==> src/rtl/enter_button_conditioner.sv <==
// Enter push-button front end: two-flop synchronizer, counter debounce FSM, one-cycle press pulse.
// Define ENTER_AUTOREPEAT_EN to re-fire Enter_pulse while the button stays held.
module enter_button_conditioner #(
  parameter int unsigned DEBOUNCE_CYCLES     = 1000000,
  parameter int unsigned REPEAT_DELAY_CYCLES = 50000000,
  parameter int unsigned REPEAT_RATE_CYCLES  = 20000000
) (
  input  logic clock,
  input  logic reset,
  input  logic button_in,
  output logic Enter_pulse,
  output logic button_level
);

  if (DEBOUNCE_CYCLES < 2) begin : g_bad_debounce
    $error("DEBOUNCE_CYCLES must be at least 2");
  end

  localparam int unsigned CntW = $clog2(DEBOUNCE_CYCLES + 1);
  localparam logic [CntW-1:0] CntDone = CntW'(DEBOUNCE_CYCLES - 1);
  localparam logic [CntW-1:0] CntMax  = CntW'(DEBOUNCE_CYCLES);
  localparam logic [CntW-1:0] CntOne  = CntW'(1);

  typedef enum logic [1:0] {
    StIdle,
    StPressWait,
    StPressed,
    StReleaseWait
  } state_e;

  logic            sync1_q, sync_b_q;
  state_e          state_q, state_d;
  logic [CntW-1:0] cnt_q, cnt_d;
  logic            pulse_q, pulse_d;
  logic            level_q, level_d;
  logic            press_accept;

  // Only sync_b_q is used past this point; button_in is asynchronous.
  always_ff @(posedge clock) begin
    if (reset) begin
      sync1_q  <= 1'b0;
      sync_b_q <= 1'b0;
    end else begin
      sync1_q  <= button_in;
      sync_b_q <= sync1_q;
    end
  end

  always_comb begin
    state_d      = state_q;
    cnt_d        = cnt_q;
    press_accept = 1'b0;
    unique case (state_q)
      StIdle: begin
        if (sync_b_q) begin
          state_d = StPressWait;
          cnt_d   = CntOne;
        end
      end
      StPressWait: begin
        if (!sync_b_q) begin
          state_d = StIdle;
          cnt_d   = '0;
        end else if (cnt_q == CntDone) begin
          state_d      = StPressed;
          cnt_d        = '0;
          press_accept = 1'b1;
        end else if (cnt_q != CntMax) begin
          cnt_d = cnt_q + CntOne;
        end
      end
      StPressed: begin
        if (!sync_b_q) begin
          state_d = StReleaseWait;
          cnt_d   = CntOne;
        end
      end
      StReleaseWait: begin
        if (sync_b_q) begin
          state_d = StPressed;
          cnt_d   = '0;
        end else if (cnt_q == CntDone) begin
          state_d = StIdle;
          cnt_d   = '0;
        end else if (cnt_q != CntMax) begin
          cnt_d = cnt_q + CntOne;
        end
      end
      default: begin
        state_d = StIdle;
        cnt_d   = '0;
      end
    endcase
  end

  assign level_d = (state_d == StPressed) || (state_d == StReleaseWait);

`ifdef ENTER_AUTOREPEAT_EN
  localparam int unsigned RepMax = (REPEAT_DELAY_CYCLES > REPEAT_RATE_CYCLES) ?
                                   REPEAT_DELAY_CYCLES : REPEAT_RATE_CYCLES;
  localparam int unsigned RepW   = $clog2(RepMax + 1);
  localparam logic [RepW-1:0] RepDelay = RepW'(REPEAT_DELAY_CYCLES);
  localparam logic [RepW-1:0] RepRate  = RepW'(REPEAT_RATE_CYCLES);

  logic [RepW-1:0] rep_q, rep_d, rep_inc, rep_target;
  logic            rep_armed_q, rep_armed_d;
  logic            rep_fire;

  assign rep_inc    = rep_q + RepW'(1);
  // First repeat waits the long delay, later ones the shorter rate.
  assign rep_target = rep_armed_q ? RepRate : RepDelay;

  always_comb begin
    rep_d       = rep_q;
    rep_armed_d = rep_armed_q;
    rep_fire    = 1'b0;
    if (state_d == StIdle) begin
      rep_d       = '0;
      rep_armed_d = 1'b0;
    end else if (state_q == StPressed && state_d == StPressed) begin
      if (rep_inc == rep_target) begin
        rep_fire    = 1'b1;
        rep_d       = '0;
        rep_armed_d = 1'b1;
      end else begin
        rep_d = rep_inc;
      end
    end
  end

  always_ff @(posedge clock) begin
    if (reset) begin
      rep_q       <= '0;
      rep_armed_q <= 1'b0;
    end else begin
      rep_q       <= rep_d;
      rep_armed_q <= rep_armed_d;
    end
  end

  assign pulse_d = press_accept | rep_fire;
`else
  assign pulse_d = press_accept;
`endif

  always_ff @(posedge clock) begin
    if (reset) begin
      state_q <= StIdle;
      cnt_q   <= '0;
      pulse_q <= 1'b0;
      level_q <= 1'b0;
    end else begin
      state_q <= state_d;
      cnt_q   <= cnt_d;
      pulse_q <= pulse_d;
      level_q <= level_d;
    end
  end

  assign Enter_pulse  = pulse_q;
  assign button_level = level_q;

endmodule

==> config.mk <==
export PLATFORM = sky130hd
export DESIGN_NAME = enter_button_conditioner
export DESIGN_NICKNAME = d
export VERILOG_FILES = /design/src/rtl/enter_button_conditioner.sv
export SDC_FILE = /design/constraint.sdc
export NUM_CORES = 1
export LEC_CHECK = 0
export ABC_AREA = 1
export ABC_CLOCK_PERIOD_IN_PS = 2100
export CORE_MARGIN = 4
export CORE_UTILIZATION = 40
export CTS_BUF_LIST = sky130_fd_sc_hd__clkbuf_16
export CTS_CLUSTER_DIAMETER = 50
export CTS_CLUSTER_SIZE = 40
export DETAILED_ROUTE_END_ITERATION = 6
export DONT_BUFFER_PORTS = 1
export SKIP_LAST_GASP = 1
export SYNTH_ARGS = -nofsm -noshare
export SYNTH_HDL_FRONTEND = slang
export SYNTH_SLANG_ARGS = --single-unit
==> constraint.sdc <==
create_clock -name clock -period 2.1 [get_ports clock]
set_clock_uncertainty 0.1 [all_clocks]
set_input_delay 0.42 -clock clock [delete_from_list [all_inputs] [get_ports clock]]
set_output_delay 0.42 -clock clock [all_outputs]
set_load 0.05 [all_outputs]
==> results of run 1 <==
[flip-flops by register name (all words and copies together), names as in the netlist]
register / flops
sync1_q: 1
cnt_q: 20
Enter_pulse: 1
sync_b_q: 1
button_level: 1
state_q: 2
[how the worst min path moves through the flow]
stage,startpoint,to,slack (ns)
after floorplan,sync1_q,sync_b_q,0.29
after global placement,sync1_q,sync_b_q,0.29
after detailed placement,sync1_q,sync_b_q,0.30
after CTS,reset,cnt_q[3],0.11
after global routing,reset,cnt_q[3],0.1
final,reset,cnt_q[3],0.11
[cell usage after synthesis, drive strengths merged]
cell type / count
nand2: 89
nor2: 40
inv: 27
dfxtp: 26
a21oi: 17
nand3: 17
xor2: 7
buf: 6
nand3b: 5
nand4: 4
o21ai: 4
xnor2: 3
ha: 2
nor3: 2
a21o: 1
and2: 1
o211ai: 1
[power by group]
group          switching (mW)  internal, mW
Sequential            0.00341         0.496
Clock                   0.176         0.379
Combinational          0.0188       0.00705
Total                   0.199         0.882
[per-stage QoR]
step / setup WS, ns / cells
6_report: 0.281 / 300
5_1_grt: 0.160 / 300
4_1_cts: 0.298 / 300
3_5_place_dp: 0.323 / 296
3_3_place_gp: 0.395 / 296
2_1_floorplan: 0.498 / 252
[kinds of logic (layout without fill, tap and decap cells)]
logic type,Yosys count,in the layout,synth area share (%)
compound gates,23,23,9.14
xor+xnor,10,10,5.51
fa+ha+maj,2,2,1.45
buf+inv,33,31,9.07
flops,26,26,30.2
simple gates,158,158,44.7
[worst max-delay path: cells and delay by family, from the launching register on]
kind	cells	cell delay (ns)
and+or+nand+nor	5	0.62
DFF	1	0.43
adders and majority gates	1	0.31
AOI/OAI and AO/OA	1	0.16
buffers and inverters	1	0.10
[area by class of cell]
| type | count | area [µm²] |
|---|---|---|
| clock buffer | 3 | 75.1 |
| clock inverter | 1 | 30.0 |
| tap | 50 | 62.6 |
| sequential | 26 | 520 |
| multi-input combinational | 193 | 1050 |
| fill | 428 | 2250 |
| inverter | 27 | 104 |
[layer usage]
layer  vias up  GRT usage (%)
met4         0           2.82
met2         8           23.4
met1       642           21.3
li1        780              -
met5         -              0
met3         2           3.42
==> qor.txt, run 1 <==
Htree depth = 1
Hpwl dp = 2650 µm
Design Area, Final = 1840 µm²
Cts repair resizes = 0
Crit share post-route = 86.6%
Core Region = 4090 µm²
Total Routed Length = 3610 µm
DR top layer = met4
Met2 wire len = 1660 µm
Gpl congestion = 0.819
Initial core utilization = 42.2%
CP max stage delay = 0.43 ns
CTS Hold Bufs = 0
Total GRT Usage = 15.0%
Sequential fraction of the synthesis area = 30.2%
Post-DP Area = 1740 µm²
Final #Nets = 256
Area Overhead vs Synth = 6.67%
Commonest non-fill, non-tap cell in the layout = nand2_1
Hold Crit Class = input port to flop
CP Launch Point = cnt_q[0]
Slew Limit Fails = 0
WP data required = 2.16 ns
Max Clock Freq = 550 MHz
Iteration-0 DRC Markers = 57
Actual slew at the worst max-slew pin = 0.478 ns
Ant. Diodes = 0
Io pins = 5
R2r endpoint = cnt_q[7]
DRC = 0
Clock Latency Late Sink = 0.26 ns
Via-to-Cell Ratio = 4.77
Share of the synthesized area in the top cell type = 30.2%
Antenna-violating nets left = 0
Hold Crit Depth = 1
Initial antenna violation count = 0
1st-pass router iterations = 4
Cells on worst reg2reg path = 8
Largest cells by area after synthesis = dfxtp_1 30%, nand2_1 17%, nor2_1 6.7%, inv_1 5.2%, a21oi_2 5.1%
Final Setup Violations = 0
Mapped cell area = 1730 µm²
Final hold viol count = 0
Syn Inst Count = 252
Slowest CP cell = dfxtp_1
WL met1 = 1860 µm
#FFs+latches synth = 26
Netlist cell types = 32
Setup repair after global routing missed its margin = no
Post-CTS Setup Repair Bufs = 0
Die height = 73.7 µm
Post-synth top area cell = dfxtp_1
Vias = 1,432
Fin util = 45.0%
Worst R2R Start = cnt_q[0]
Die area = 5430 µm²
R2R setup slack = 0.28 ns
Worst hold slack = 0.112 ns
Port Buffers = 0
CP most frequent cell = nand3_2
Startpoint Class = flop
Die width = 73.7 µm
Setup TNS = 0 ns
Crit path to = cnt_q[7]
Crit Path Max Fanout = 16
CTS Root Cell = clkbuf_16
Status = completed
P_leak = 0.721 nW
Syn Area/Cell = 6.85 µm²
Cts bufs inserted = 3
# rows = 23
Max cap viols = 0
Worst-path cell chain = ha_1 -> nand3_2 -> nor2_4 -> nand3_2 -> nand2_4 -> inv_4 -> o21ai_0 -> nor2_1
Worst setup EP type = flop
Clock slew at reported path FFs = 0.07 ns
Maximum number of pins on one net before global-route repair = 20
Clock Tree Buf Depth = 2
Vias in the first global route = 1,368
Met3 WL = 70 µm
CTS tree = yes
Power Density = 587 nW/µm²
Syn nets = 257
Tmin final = 1.82 ns
Drt wl/cell = 12.0 µm
Yosys warnings = 0
Slew margin rel. = 68.1%
Arrival time worst endpoint = 1.88 ns
Peak VDD IR = 0.421 mV
Tot Pwr = 1.08 mW
Congestion Overflow GR = 0
CP Class = flop to flop
First-pass GRT wire length = 6470 µm
Share of cells above drive strength 1 = 18.0%
CTS Sinks = 26
Most frequent cells in the layout = 76 x nand2_1, 31 x nor2_1, 26 x dfxtp_1, 24 x inv_1, 14 x nand3_1
Note: power is estimated with default switching activity, not from simulation.
==> inputs of run 2 (changes only) <==
--- a/config.mk
+++ b/config.mk
@@ -7,8 +7,8 @@
 export LEC_CHECK = 0
 export ABC_AREA = 1
 export ABC_CLOCK_PERIOD_IN_PS = 2100
-export CORE_MARGIN = 4
-export CORE_UTILIZATION = 40
+export CORE_MARGIN = 8
+export CORE_UTILIZATION = 31
 export CTS_BUF_LIST = sky130_fd_sc_hd__clkbuf_16
 export CTS_CLUSTER_DIAMETER = 50
 export CTS_CLUSTER_SIZE = 40
==> qor.txt, run 2 (synthesis gave the netlist of run 1 again) <==
Final Setup Violations = 0 (unchanged)
Startpoint Class = flop
Non-filler instance count after layout = 322 (+7.3%)
Congestion Overflow GR = 0 (unchanged)
Die width = 90.6 µm (+23%)
Commonest non-fill, non-tap cell in the layout = nand2_1
First-pass GRT wire length = 6320 µm (-2.3%)
Worst setup EP type = flop
Total GRT Usage = 9.18% (-5.9 points)
Slew Limit Fails = 0 (unchanged)
Gpl congestion = 0.822 (+0.45%)
Slew margin rel. = 67.8% (-0.29 points)
Cts repair resizes = 0 (unchanged)
Core Region = 5440 µm² (+33%)
WP data required = 2.16 ns (about the same)
Most frequent cells in the layout = 76 x nand2_1, 31 x nor2_1, 26 x dfxtp_1, 24 x inv_1, 14 x nand3_1
Met3 usage = 1.75% (-1.7 points)
Ant. Diodes = 0 (unchanged)
Top flop regs = cnt_q (20), state_q (2)
Post-DP Area = 1760 µm² (+1.6%)
Setup repair after global routing missed its margin = no
Vias = 1,455 (+1.6%)
Die area = 8210 µm² (+51%)
CTS Root Cell = clkbuf_16
Setup TNS = 0 ns (unchanged)
Peak VDD IR = 0.286 mV (-32%)
Arrival time worst endpoint = 1.84 ns (-0.04 ns)
Final hold viol count = 0 (unchanged)
CTS Hold Bufs = 0 (unchanged)
P_leak = 0.721 nW (unchanged)
Max Clock Freq = 560 MHz (+1.9%)
Met2 Use GR = 15.5% (-7.9 points)
Hold Crit Depth = 1 (unchanged)
Post-CTS Setup Repair Bufs = 0 (unchanged)
Final #Nets = 256 (unchanged)
Cells on worst reg2reg path = 8 (unchanged)
Met1 usage = 11.5% (-9.8 points)
Clock Latency Late Sink = 0.26 ns (about the same)
Via-to-Cell Ratio = 4.52 (-5.3%)
Vias in the first global route = 1,361 (-0.51%)
Antenna-violating nets left = 0 (unchanged)
Maximum number of pins on one net before global-route repair = 20 (unchanged)
Actual slew at the worst max-slew pin = 0.482 ns (+0.00427 ns)
Share of cells above drive strength 1 = 18.0% (unchanged)
Fin util = 34.3% (-11 points)
# rows = 27 (+17%)
Crit share post-route = 85.0% (-1.6 points)
Cts bufs inserted = 3 (unchanged)
CTS Sinks = 26 (unchanged)
Total Routed Length = 3520 µm (-2.4%)
CP Class = flop to flop
DRC = 0 (unchanged)
Htree depth = 1 (unchanged)
Clock slew at reported path FFs = 0.07 ns (about the same)
Iteration-0 DRC Markers = 106 (+86%)
GRT busiest layer = met2
Clock Tree Buf Depth = 2 (unchanged)
Power Density = 581 nW/µm² (-1.1%)
Tmin final = 1.79 ns (-0.0337 ns)
Status = completed
Max cap viols = 0 (unchanged)
Initial core utilization = 31.7% (-10 points)
Design Area, Final = 1870 µm² (+1.5%)
Cells after DPL = 318 (+7.4%)
Hpwl dp = 2630 µm (-0.58%)
Largest register FFs = 20 (unchanged)
Hold Crit Class = input port to flop
Die height = 90.6 µm (+23%)
Initial antenna violation count = 0 (unchanged)
Largest reg by FF count = cnt_q
Crit Path Max Fanout = 16 (unchanged)
Io pins = 5 (unchanged)
Drt wl/cell = 10.9 µm (-9.1%)
CTS tree = yes
1st-pass router iterations = 4 (unchanged)
Area Overhead vs Synth = 8.27%
Port Buffers = 0 (unchanged)
-- run 2: worst paths after layout --
check	from	to	slack, ns
min reg2reg	sync1_q	sync_b_q	0.30
max reg2reg	cnt_q[0]	cnt_q[7]	0.31
min	reset	cnt_q[14]	0.11
max	cnt_q[0]	cnt_q[7]	0.31
-- run 2: power breakdown --
group | switching, mW | total, mW | internal [mW] | leakage, nW
registers | 0.00326 | 0.499 | 0.496 | 0.210
clock network | 0.180 | 0.559 | 0.379 | 0.0511
logic | 0.0188 | 0.0259 | 0.00703 | 0.460
total | 0.202 | 1.08 | 0.883 | 0.721
-- run 2: worst max-delay path, cell delays in order (launching register included) --
cell,delay [ns]
dfxtp_1,0.42
ha_1,0.29
nand3_2,0.12
nor2_4,0.20
nand3_2,0.13
nand2_4,0.10
inv_4,0.10
o21ai_0,0.16
nor2_1,0.05
-- run 2: final cells by class --
| type | count | area, µm² |
|---|---|---|
| clock buffer | 3 | 75.1 |
| sequential | 26 | 520 |
| clock inverter | 1 | 30.0 |
| fill | 584 | 3570 |
| multi-input combinational | 193 | 1050 |
| tap | 72 | 90.1 |
| inverter | 27 | 104 |
-- run 2: layer usage --
layer  vias up  share of wire, %  routed length, µm
met2        22                46               1630
met4         0                 0                  0
met1       645                50               1780
li1        788                 -                  -
met5         -                 0                  0
met3         0               3.1                109
-- run 2: stage by stage --
step                      hold WS [ns]  power [mW]  setup WS [ns]
after global placement           0.289       0.537          0.399
after global routing             0.103        1.12          0.188
after CTS                        0.111        1.10          0.309
after detailed placement         0.292       0.537          0.328
after floorplan                  0.288       0.539          0.498
final                            0.112        1.08          0.315
==> inputs of run 3 (changes only) <==
--- a/config.mk
+++ b/config.mk
@@ -8,12 +8,13 @@
 export ABC_AREA = 1
 export ABC_CLOCK_PERIOD_IN_PS = 2100
 export CORE_MARGIN = 8
-export CORE_UTILIZATION = 31
+export CORE_UTILIZATION = 60
 export CTS_BUF_LIST = sky130_fd_sc_hd__clkbuf_16
 export CTS_CLUSTER_DIAMETER = 50
 export CTS_CLUSTER_SIZE = 40
 export DETAILED_ROUTE_END_ITERATION = 6
 export DONT_BUFFER_PORTS = 1
+export PLACE_DENSITY_LB_ADDON = 0.12
 export SKIP_LAST_GASP = 1
 export SYNTH_ARGS = -nofsm -noshare
 export SYNTH_HDL_FRONTEND = slang
==> qor.txt, run 3 (synthesis gave the netlist of run 1 again) <==
Clock Tree Buf Depth = 2 (unchanged)
Htree depth = 1 (unchanged)
Die height = 69.6 µm (-23%)
CP Class = flop to flop
Crit share post-route = 84.1% (-0.95 points)
Initial antenna violation count = 0 (unchanged)
Clk network pwr share = 51.4% (-0.2 points)
Drt wl/cell = 12.6 µm (+15%)
Tot Pwr = 1.08 mW (-0.14%)
Slew margin rel. = 68.3% (+0.50 points)
Final hold viol count = 0 (unchanged)
CP max stage delay = 0.41 ns (about the same)
Ant. Diodes = 0 (unchanged)
Int Pwr = 0.883 mW (about the same)
Tmin final = 1.77 ns (-0.0199 ns)
Total GRT Usage = 15.3% (+6.1 points)
Crit Path Max Fanout = 16 (unchanged)
Worst hold slack = 0.112 ns (-0.000157 ns)
Met1 usage = 19.7% (+8.2 points)
P_leak = 0.721 nW (unchanged)
Area Overhead vs Synth = 5.29%
Top flop regs = cnt_q (20), state_q (2)
Worst setup EP type = flop
# rows = 19 (-30%)
Io pins = 5 (unchanged)
Antenna-violating nets left = 0 (unchanged)
Port Buffers = 0 (unchanged)
Flop pwr share = 46.1% (about the same)
Largest register FFs = 20 (unchanged)
Cts repair resizes = 0 (unchanged)
Core Region = 2730 µm² (-50%)
Slowest CP cell = dfxtp_1
Slew Limit Fails = 0 (unchanged)
Share of cells above drive strength 1 = 18.0% (unchanged)
Vias = 1,456 (+0.069%)
Actual slew at the worst max-slew pin = 0.475 ns (-0.00746 ns)
Largest reg by FF count = cnt_q
DRC = 0 (unchanged)
Setup WS pre-CTS = 0.347 ns (+0.0189 ns)
Hold Crit Class = input port to flop
Worst-path cell chain = ha_1 -> nand3_2 -> nor2_4 -> nand3_2 -> nand2_4 -> inv_4 -> o21ai_0 -> nor2_1
Maximum number of pins on one net before global-route repair = 20 (unchanged)
Startpoint Class = flop
Setup repair after global routing missed its margin = no
Die width = 69.6 µm (-23%)
Max cap viols = 0 (unchanged)
Met3 usage = 2.72% (+0.97 points)
Max Clock Freq = 566 MHz (+1.1%)
Commonest non-fill, non-tap cell in the layout = nand2_1
Most frequent cells in the layout = 76 x nand2_1, 31 x nor2_1, 26 x dfxtp_1, 24 x inv_1, 14 x nand3_1
Initial core utilization = 63.1% (+31 points)
CTS Hold Bufs = 0 (unchanged)
Via-to-Cell Ratio = 5.18 (+15%)
Power Density = 596 nW/µm² (+2.7%)
Arrival time worst endpoint = 1.82 ns (-0.02 ns)
CTS Sinks = 26 (unchanged)
GRT busiest layer = met2
1st-pass router iterations = 4 (unchanged)
Final Setup Violations = 0 (unchanged)
WP data required = 2.16 ns (about the same)
Met2 Use GR = 23.8% (+8.2 points)
CTS tree = yes
Net Sw Frac = 18.5% (-0.14 points)
Total Routed Length = 3540 µm (+0.37%)
Setup TNS = 0 ns (unchanged)
Status = completed
Iteration-0 DRC Markers = 91 (-14%)
Gpl congestion = 0.936 (+14%)
CTS Root Cell = clkbuf_16
Clock slew at reported path FFs = 0.06 ns (about the same)
Cts bufs inserted = 3 (unchanged)
Clock Latency Late Sink = 0.26 ns (about the same)
Vias in the first global route = 1,365 (+0.29%)
Net Sw Power = 0.200 mW (-0.90%)
Combinational share of power = 2.5% (about the same)
Setup ws final = 0.335 ns (+0.0199 ns)
Final #Nets = 256 (unchanged)
CP most frequent cell = nand3_2
Peak VDD IR = 0.579 mV (+100%)
First-pass GRT wire length = 6300 µm (-0.33%)
Die area = 4850 µm² (-41%)
Hpwl dp = 2500 µm (-5.0%)
Post-CTS Setup Repair Bufs = 0 (unchanged)
Congestion Overflow GR = 0 (unchanged)
-- run 3: cell counts in the layout (fill, tap and decap cells not counted) --
Identical to the previous run, type by type.
-- run 3: layout make-up --
cell class / instances / area, µm²
clock inverters: 1 / 30.0
clock buffers: 3 / 75.1
fillers: 248 / 917
well taps: 31 / 38.8
multi-input cells: 193 / 1050
flip-flops and latches: 26 / 520
inverters: 27 / 104
-- run 3: per-stage QoR --
step | instance area, µm² | std cells | utilization (%)
6_report | 1820 | 281 | 66.5
5_1_grt | 1820 | 281 | 66.5
4_1_cts | 1820 | 281 | 66.5
3_5_place_dp | 1710 | 277 | 62.6
3_3_place_gp | 1710 | 277 | 62.6
2_1_floorplan | 1730 | 252 | -
-- run 3: worst max-delay path: cells and delay by family, from the launching register on --
kind,cells,cell delay [ns]
AO/OA/AOI/OAI,1,0.17
AND/OR/NAND/NOR,5,0.59
flip-flops,1,0.41
adder cells (fa/ha/maj),1,0.29
buffers and inverters,1,0.10
-- run 3: power groups by stage --
stage	Clock [mW]	Combinational, mW	Sequential [mW]
after detailed placement	0	0.0265	0.511
after global routing	0.595	0.0291	0.500
after CTS	0.567	0.0266	0.500
after floorplan	0	0.0292	0.510
after global placement	0	0.0267	0.511
final	0.557	0.0266	0.500
-- run 3: path summary, 6_finish.rpt --
path	end	depth (start not counted)	from	slack (ns)
hold reg to reg	sync_b_q	2	sync1_q	0.33
setup reg to reg	cnt_q[7]	8	cnt_q[0]	0.33
hold / removal	cnt_q[3]	1	reset	0.11
setup / recovery	cnt_q[7]	8	cnt_q[0]	0.33
-- run 3: routing by layer --
layer  routed length, µm  vias up
li1                    -      778
met1                1640      631
met2                1620       35
met3                 173       12
met4                 101        0
met5                   0        -
